**src/rtl/issue_ctrl.sv**
```systemverilog
// Single-slot in-order issue controller: holds one decoded instruction, checks it
// against a 32-entry busy scoreboard and hands it to the ALU, LSU or BRU.
module issue_ctrl #(
  parameter int unsigned CtrlW = 48
) (
  input  logic             clk_i,
  input  logic             rst_i,
  input  logic             in_valid_i,
  output logic             in_ready_o,
  input  logic [31:0]      in_pc_i,
  input  logic [4:0]       in_rs1_i,
  input  logic [4:0]       in_rs2_i,
  input  logic [4:0]       in_rd_i,
  input  logic             in_rs1_used_i,
  input  logic             in_rs2_used_i,
  input  logic             in_rd_used_i,
  input  logic [1:0]       in_fu_type_i,
  input  logic [CtrlW-1:0] in_ctrl_i,
  output logic             alu_valid_o,
  input  logic             alu_ready_i,
  output logic             lsu_valid_o,
  input  logic             lsu_ready_i,
  output logic             bru_valid_o,
  input  logic             bru_ready_i,
  output logic [31:0]      out_pc_o,
  output logic [4:0]       out_rs1_o,
  output logic [4:0]       out_rs2_o,
  output logic [4:0]       out_rd_o,
  output logic             out_rd_used_o,
  output logic [CtrlW-1:0] out_ctrl_o,
  input  logic             wb_valid_i,
  input  logic [4:0]       wb_rd_i,
  input  logic             flush_i,
  output logic             illegal_o,
  output logic [15:0]      stall_cnt_o
);

  localparam logic [0:0] StEmpty = 1'b0;
  localparam logic [0:0] StHeld  = 1'b1;

  localparam logic [1:0] FuAlu = 2'd0;
  localparam logic [1:0] FuLsu = 2'd1;
  localparam logic [1:0] FuBru = 2'd2;
  localparam logic [1:0] FuIll = 2'd3;

  logic [0:0]       state_q, state_d;
  logic [31:0]      pc_q;
  logic [4:0]       rs1_q, rs2_q, rd_q;
  logic             rs1_used_q, rs2_used_q, rd_used_q;
  logic [1:0]       fu_q;
  logic [CtrlW-1:0] ctrl_q;
  logic [31:0]      busy_q, busy_d;
  logic             illegal_q;
  logic [15:0]      stall_q, stall_d;

  logic [31:0] wb_clr, busy_eff;
  logic        held, hazard, issue_ok, fire, drop, accept;

  always_comb begin
    wb_clr = '0;
    if (wb_valid_i) wb_clr[wb_rd_i] = 1'b1;
    // A writeback in this cycle already unblocks the waiting instruction.
    busy_eff = busy_q & ~wb_clr;
    hazard   = (rs1_used_q && busy_eff[rs1_q]) ||
               (rs2_used_q && busy_eff[rs2_q]) ||
               (rd_used_q  && busy_eff[rd_q]);
  end

  always_comb begin
    held        = (state_q == StHeld);
    issue_ok    = held && !hazard && !flush_i && !rst_i;
    alu_valid_o = issue_ok && (fu_q == FuAlu);
    lsu_valid_o = issue_ok && (fu_q == FuLsu);
    bru_valid_o = issue_ok && (fu_q == FuBru);
    fire        = (alu_valid_o && alu_ready_i) || (lsu_valid_o && lsu_ready_i) ||
                  (bru_valid_o && bru_ready_i);
    drop        = held && !flush_i && (fu_q == FuIll);
    in_ready_o  = !rst_i && (!held || fire || drop || flush_i);
    accept      = in_valid_i && in_ready_o;
  end

  always_comb begin
    state_d = state_q;
    if (accept) begin
      state_d = StHeld;
    end else if (held && (fire || drop || flush_i)) begin
      state_d = StEmpty;
    end

    // Issue set is applied after the writeback clear so it wins on a collision.
    busy_d = busy_eff;
    if (fire && rd_used_q) busy_d[rd_q] = 1'b1;
    busy_d[0] = 1'b0;

    stall_d = stall_q;
    if (held && !flush_i && !drop && !fire && (stall_q != 16'hFFFF)) begin
      stall_d = stall_q + 16'd1;
    end
  end

  always_ff @(posedge clk_i) begin
    if (rst_i) begin
      state_q    <= StEmpty;
      pc_q       <= '0;
      rs1_q      <= '0;
      rs2_q      <= '0;
      rd_q       <= '0;
      rs1_used_q <= 1'b0;
      rs2_used_q <= 1'b0;
      rd_used_q  <= 1'b0;
      fu_q       <= '0;
      ctrl_q     <= '0;
      busy_q     <= '0;
      illegal_q  <= 1'b0;
      stall_q    <= '0;
    end else begin
      state_q   <= state_d;
      busy_q    <= busy_d;
      illegal_q <= drop;
      stall_q   <= stall_d;
      if (accept) begin
        pc_q       <= in_pc_i;
        rs1_q      <= in_rs1_i;
        rs2_q      <= in_rs2_i;
        rd_q       <= in_rd_i;
        rs1_used_q <= in_rs1_used_i;
        rs2_used_q <= in_rs2_used_i;
        rd_used_q  <= in_rd_used_i;
        fu_q       <= in_fu_type_i;
        ctrl_q     <= in_ctrl_i;
      end
    end
  end

  assign out_pc_o      = pc_q;
  assign out_rs1_o     = rs1_q;
  assign out_rs2_o     = rs2_q;
  assign out_rd_o      = rd_q;
  assign out_rd_used_o = rd_used_q;
  assign out_ctrl_o    = ctrl_q;
  assign illegal_o     = illegal_q;
  assign stall_cnt_o   = stall_q;

endmodule
```
**config.mk**
```make
export PLATFORM = sky130hd
export DESIGN_NAME = issue_ctrl
export DESIGN_NICKNAME = d
export VERILOG_FILES = /design/src/rtl/issue_ctrl.sv
export SDC_FILE = /design/constraint.sdc
export NUM_CORES = 1
export LEC_CHECK = 0
export CAP_MARGIN = 20
export CELL_PAD_IN_SITES_DETAIL_PLACEMENT = 0
export CELL_PAD_IN_SITES_GLOBAL_PLACEMENT = 1
export CORE_MARGIN = 4
export CORE_UTILIZATION = 31
export CTS_CLUSTER_DIAMETER = 80
export CTS_CLUSTER_SIZE = 40
export DETAILED_ROUTE_END_ITERATION = 8
export PLACE_DENSITY_LB_ADDON = 0.1
export SLEW_MARGIN = 10
export SYNTH_ARGS = -nofsm -noshare
export SYNTH_HDL_FRONTEND = slang
export SYNTH_SLANG_ARGS = --single-unit
```
**constraint.sdc**
```tcl
create_clock -name clk_i -period 3.2 [get_ports clk_i]
set_clock_uncertainty 0.15 [all_clocks]
set_input_delay 0.48 -clock clk_i [delete_from_list [all_inputs] [get_ports clk_i]]
set_output_delay 0.48 -clock clk_i [all_outputs]
set_load 0.02 [all_outputs]
```
Word-level counts from Yosys, hierarchy flattened
Cells that the tools add are included.
{"block": "word_totals", "output_inout_bits": 117, "inputBits": 113, "register_bits": 150, "elab_cells": 82}
{"block": "op_classes", "n_reduce_logical": 40, "n_lt_le_gt_ge": 6, "n_addsub": 1, "bitwise_logic": 3, "eq_ne": 4, "muxes": 14}
{"op": "2-to-1 mux 32 bit", "n": 2}
{"op": "bitwise AND 32 bit", "n": 1}
{"op": "NOT 32 bit", "n": 1}
{"op": "OR 32 bit", "n": 1}
{"op": "less-than comparator 5 x 6 -> 1 bit (second input constant)", "n": 4}
{"op": "logical AND 1 bit", "n": 23}
{"op": "adder 16 x 1 -> 16 bit (second input constant)", "n": 1}
{"op": "!= test 16 bit (second input constant)", "n": 1}
{"op": "binary-select mux 1 bit (select 5 bit)", "n": 3}
{"op": "demux 1 bit (select 5 bit)", "n": 2}
{"op": ">= comparator 5 x 1 -> 1 bit (second input constant)", "n": 2}
{"op": "logical OR 1 bit", "n": 9}
{"op": "2-to-1 mux 1 bit", "n": 7}
{"op": "zero test 1 bit", "n": 6}
{"op": "== test 2 bit (second input constant)", "n": 2}
{"op": "== test 2 x 1 -> 1 bit (second input constant)", "n": 1}
{"op": "zero test 2 bit", "n": 1}
{"op": "nonzero test 2 bit", "n": 1}

Longest topological paths before layout
{"block": "depth", "word_depth": 26, "ltp_mapped": 14, "depth_no_buf": 9}

Worst setup path before layout
No wires, ideal clock.
{"block": "synth_timing", "kind": "input-to-output", "startpoint": "input port wb_valid_i", "endpoint": "output port alu_valid_o", "n_path_buf": 1, "required_ns": 2.570, "stages": 10, "setup_slack_ns": -0.355, "arrival_time_ns": 2.925, "cell_sequence": "buf_2 or4b_4 o2111a_1 o41ai_2 a311oi_1 nor4b_2 o31a_2 nand3_1 or2_2 nor2_1"}
{"block": "synth_via", "elab_chain_cells": 13, "word_cells_on_any_way": 19, "classes_between": "7 x mux; 2 x bitwise; 10 x reduce/logical"}
{"item": "from (decl)", "line_no": "31", "source": "input logic wb_valid_i,"}
{"item": "2-to-1 mux 32 bit *", "line_no": "61", "source": "if (wb_valid_i) wb_clr[wb_rd_i] = 1'b1;"}
{"item": "NOT 32 bit *", "line_no": "63", "source": "busy_eff = busy_q & ~wb_clr;"}
{"item": "bitwise AND 32 bit *", "line_no": "63"}
{"item": "binary-select mux 1 bit (select 5 bit), on equally long branches", "line_no": "64, 65"}
{"item": "2-to-1 mux 1 bit, on equally long branches", "line_no": "64, 65"}
{"item": "logical AND 1 bit, on equally long branches", "line_no": "64, 65"}
{"item": "logical OR 1 bit", "line_no": "64", "source": "hazard = (rs1_used_q && busy_eff[rs1_q]) ||"}
{"item": "logical OR 1 bit *", "line_no": "65", "source": "(rs2_used_q && busy_eff[rs2_q]) ||"}
{"item": "zero test 1 bit *", "line_no": "71", "source": "issue_ok = held && !hazard && !flush_i && !rst_i;"}
{"item": "logical AND 1 bit * (3 in series)", "line_no": "71"}
{"item": "logical AND 1 bit *", "line_no": "72", "source": "alu_valid_o = issue_ok && (fu_q == FuAlu);"}
{"item": "to (decl)", "line_no": "19", "source": "output logic alu_valid_o,"}
Every way passes the cells marked *; elsewhere a longest branch is shown, timed or not. The select of a mux whose other input is x is not followed.

Worst setup path in the final report
{"block": "layout_timing", "startpoint": "input port wb_rd_i[4]", "endpoint": "output port lsu_valid_o"}
{"block": "layout_via", "elab_chain_cells": 17, "word_cells_on_any_way": 24, "classes_between": "2 x order compare; 9 x mux; 2 x bitwise; 11 x reduce/logical"}
{"item": "from (decl)", "line_no": "32", "source": "input logic [4:0] wb_rd_i,"}
{"item": "less-than comparator 5 x 6 -> 1 bit (not written as such) or >= comparator 5 x 1 -> 1 bit (tied branches)", "line_no": "61"}
{"item": "logical AND 1 bit (not written as such)", "line_no": "61"}
{"item": "2-to-1 mux 1 bit (not written as such)", "line_no": "61"}
{"item": "demux 1 bit (select 5 bit) *", "line_no": "61"}
{"item": "2-to-1 mux 32 bit *", "line_no": "61"}
{"item": "NOT 32 bit *", "line_no": "63"}
{"item": "bitwise AND 32 bit *", "line_no": "63"}
{"item": "binary-select mux 1 bit (select 5 bit), on equally long branches", "line_no": "64, 65"}
{"item": "2-to-1 mux 1 bit, on equally long branches", "line_no": "64, 65"}
{"item": "logical AND 1 bit, on equally long branches", "line_no": "64, 65"}
{"item": "logical OR 1 bit", "line_no": "64"}
{"item": "logical OR 1 bit *", "line_no": "65"}
{"item": "zero test 1 bit *", "line_no": "71"}
{"item": "logical AND 1 bit * (3 in series)", "line_no": "71"}
{"item": "logical AND 1 bit *", "line_no": "73", "source": "lsu_valid_o = issue_ok && (fu_q == FuLsu);"}
{"item": "to (decl)", "line_no": "21", "source": "output logic lsu_valid_o,"}
Marks and branches as above.

==> flow_summary.ini <==
[floorplanning]
coreArea_mm2 = 0.0227
die-width_um = 160
die_h_um = 160
floorplan.initialDensity_pct = 31.6
die_area_mm2 = 0.0257
io_pins = 230
rows = 55

[route]
drtIter0Drc = 382
drc_errors = 0
wl_per_cell_um = 19.0
viasPerCell = 5.13
first_pass_iters = 4
drtAntennaViolNets = 0
vias = 7387
drt_wl_total_um = 27400

[placed_design]
place_area_mm2 = 0.0109
gp_congestion = 0.901
post-place-cells = 1382
dp_hpwl_um = 19600
pre_cts_slack_ps = -1440
io_buffers = 229

[pwr]
p_switching_mw = 1.46
p_leak_nw = 4.90
switching_share_pct = 28.8
power_density_mw_per_mm2 = 409
p_total_mw = 5.09
pwr-share-seq_pct = 39.2
comb_power_share_pct = 20.8
ir_drop_uv = 331
power.internal_mw = 3.63
clkPwrFrac_pct = 40.0

[status]
violations = negative setup slack
status = finished with violations

[critical_path]
worstPathMaxFanout = 6
critPathCaptureType = output pin
required_ps = 2570
criticalPathCategory = in2out
arrival_ps = 2970
cp-start-kind = primary input

[yosys]
synth_edf_count = 0
seq_area_frac_synth_pct = 41.5
syn_area_mm2 = 0.00718
syn_avg_cell_area_um2 = 9.30
synth_area_leaders = dfxtp_1, mux2i_1, nor2_1
netlist_instances = 772
synth-seq-cells = 149
synth-async-reset-ratio_pct = 0
synth_cell_types = 69
yosys_warnings = 0
synth_top_area_cell = dfxtp_1
syn_nets = 886
ys.flop_type = dfxtp_1
netlist.area_leader.share_pct = 41.5

[finish]
antenna_cells = 0
finalNonFillerCells = 1441
fin_nets = 1257
final_common_cell = clkdlybuf4s50_1
register_area_mm2 = 0.00299
layout_common_cells = clkdlybuf4s50_1, dfxtp_1, buf_4
fill_cells = 2088
multi_input_area_mm2 = 0.00442
drive_gt1_share_pct = 29.0
design_area_mm2 = 0.0125
syn_to_final_growth_pct = 73.5
utilization_pct = 54.8

[timing]
period_share_pct = 112
drv_slew = 0
grt_setup_unrepaired = yes
fin_crit_ps = 3600
timing.setup.tns_ps = -8030
hold_viol = 0
slew_headroom_pct = 33.9
tightest_slew_ps = 991
setup_slack_ps = -398
fmax_mhz = 278
final.hold.worst_slack_ps = 312
setup-violations-final = 111

[global_routing]
antenna_found_initial = 0
grt_usage_pct = 20.8
overflow = 0
grt_pass1_wl_um = 42200
grt_max_degree = 93
grt_pass1_vias = 7406

[clocking]
cts_buffers = 17
clk_path_buf_depth = 2
clock-sinks = 149
clock_latency_ps = 420
htreeDepth = 4
cts_root_buffer = clkbuf_16
cts_tree = done
clkTransAtPathRegs_ps = 70

[job]
maxCapViolCount = 0

[min_path]
hold_path_class = in2reg
==> final timing paths <==
kind,startpoint,to,cells past startpoint,slack (ps)
max,wb_rd_i[4],lsu_valid_o,12,-400
min,rst_i,illegal_o,4,310
max reg2reg,out_rd_o[3],out_pc_o[1],16,-160
min reg2reg,out_ctrl_o[9],out_ctrl_o[9],2,350
==> registers in the layout (all words and copies together) (netlist names) <==
name,cells
busy_q,31
fu_q,2
held,1
illegal_o,1
out_ctrl_o,48
out_pc_o,32
out_rd_o,5
out_rd_used_o,1
out_rs1_o,5
out_rs2_o,5
rs1_used_q,1
rs2_used_q,1
stall_cnt_o,16
==> routing by layer <==
layer  share of wire [%]  up-vias  GRT usage (%)
li1                    -     3595              -
met1                  44     3514           26.2
met2                  46      253           33.4
met3                 8.2       25           7.48
met4                 1.5        0           5.94
met5                   0        -              0
==> worst max-delay path: stages <==
cell and delay, ps:
buf_12 100, or4b_4 550, buf_4 160, o2111ai_2 160
nand3_1 120, o2111a_1 290, nor4b_4 310, o31a_4 240
nand3_4 80, or2_4 280, nor2_4 90, buf_6 120
==> cell type report <==
type,count,area share (%)
Clock buffer,18,3.45
Clock inverter,14,1.29
Inverter,11,0.332
Multi-Input combinational cell,552,35.5
Sequential cell,149,24.0
Tap cell,285,2.86
Timing Repair Buffer,412,32.5
==> synth_stat cells, drive strengths merged (3+ instances only) <==
cell type,instances
dfxtp,149
nand4b,3
o31ai,6
nor4,7
a2111oi,4
or4b,4
and3,6
nand4,11
or3,9
o22ai,8
buf,20
mux2,10
mux4,5
a21oi,22
nand3b,5
nor2,133
nand3,15
o41ai,6
mux2i,107
nor3,3
o211ai,11
nand4bb,5
nand2,24
and4,5
o32ai,27
or3b,5
nand2b,13
or2,9
clkbuf,40
o21ai,34
nor4b,3
inv,11
nor2b,12
o2111ai,7
nor3b,3
and2,3
==> what timing repair did <==
item	4_1_cts	5_1_grt
setup buffers	17	16
endpoints found under the setup margin	152	150
cloned	8	1
resized for setup	140	59
pin swaps	24	36
hold buffers	0	0
==> cell families (layout without fill, tap and decap cells) <==
logic type               count (synthesis)  count (layout)  share of synthesized area (%)
AO/OA/AOI/OAI                          143             143                           14.5
XOR/XNOR                                 1               1                          0.122
adder cells (fa/ha/maj)                  1               1                          0.174
buffers and inverters                   71             455                           4.53
flip-flops                             149             149                           41.5
multiplexers                           122             122                           18.1
AND/OR/NAND/NOR                        285             285                           21.1
==> power by group through the flow <==
stage | Clock [mW] | Combinational, mW | Sequential (mW)
2_1_floorplan | 0 | 0.338 | 2.12
3_3_place_gp | 0 | 0.951 | 2.03
3_5_place_dp | 0 | 0.948 | 2.03
4_1_cts | 2.08 | 1.06 | 1.99
5_1_grt | 2.17 | 1.13 | 2.00
6_report | 2.04 | 1.06 | 1.99
Power figures use the tool's default switching activity.
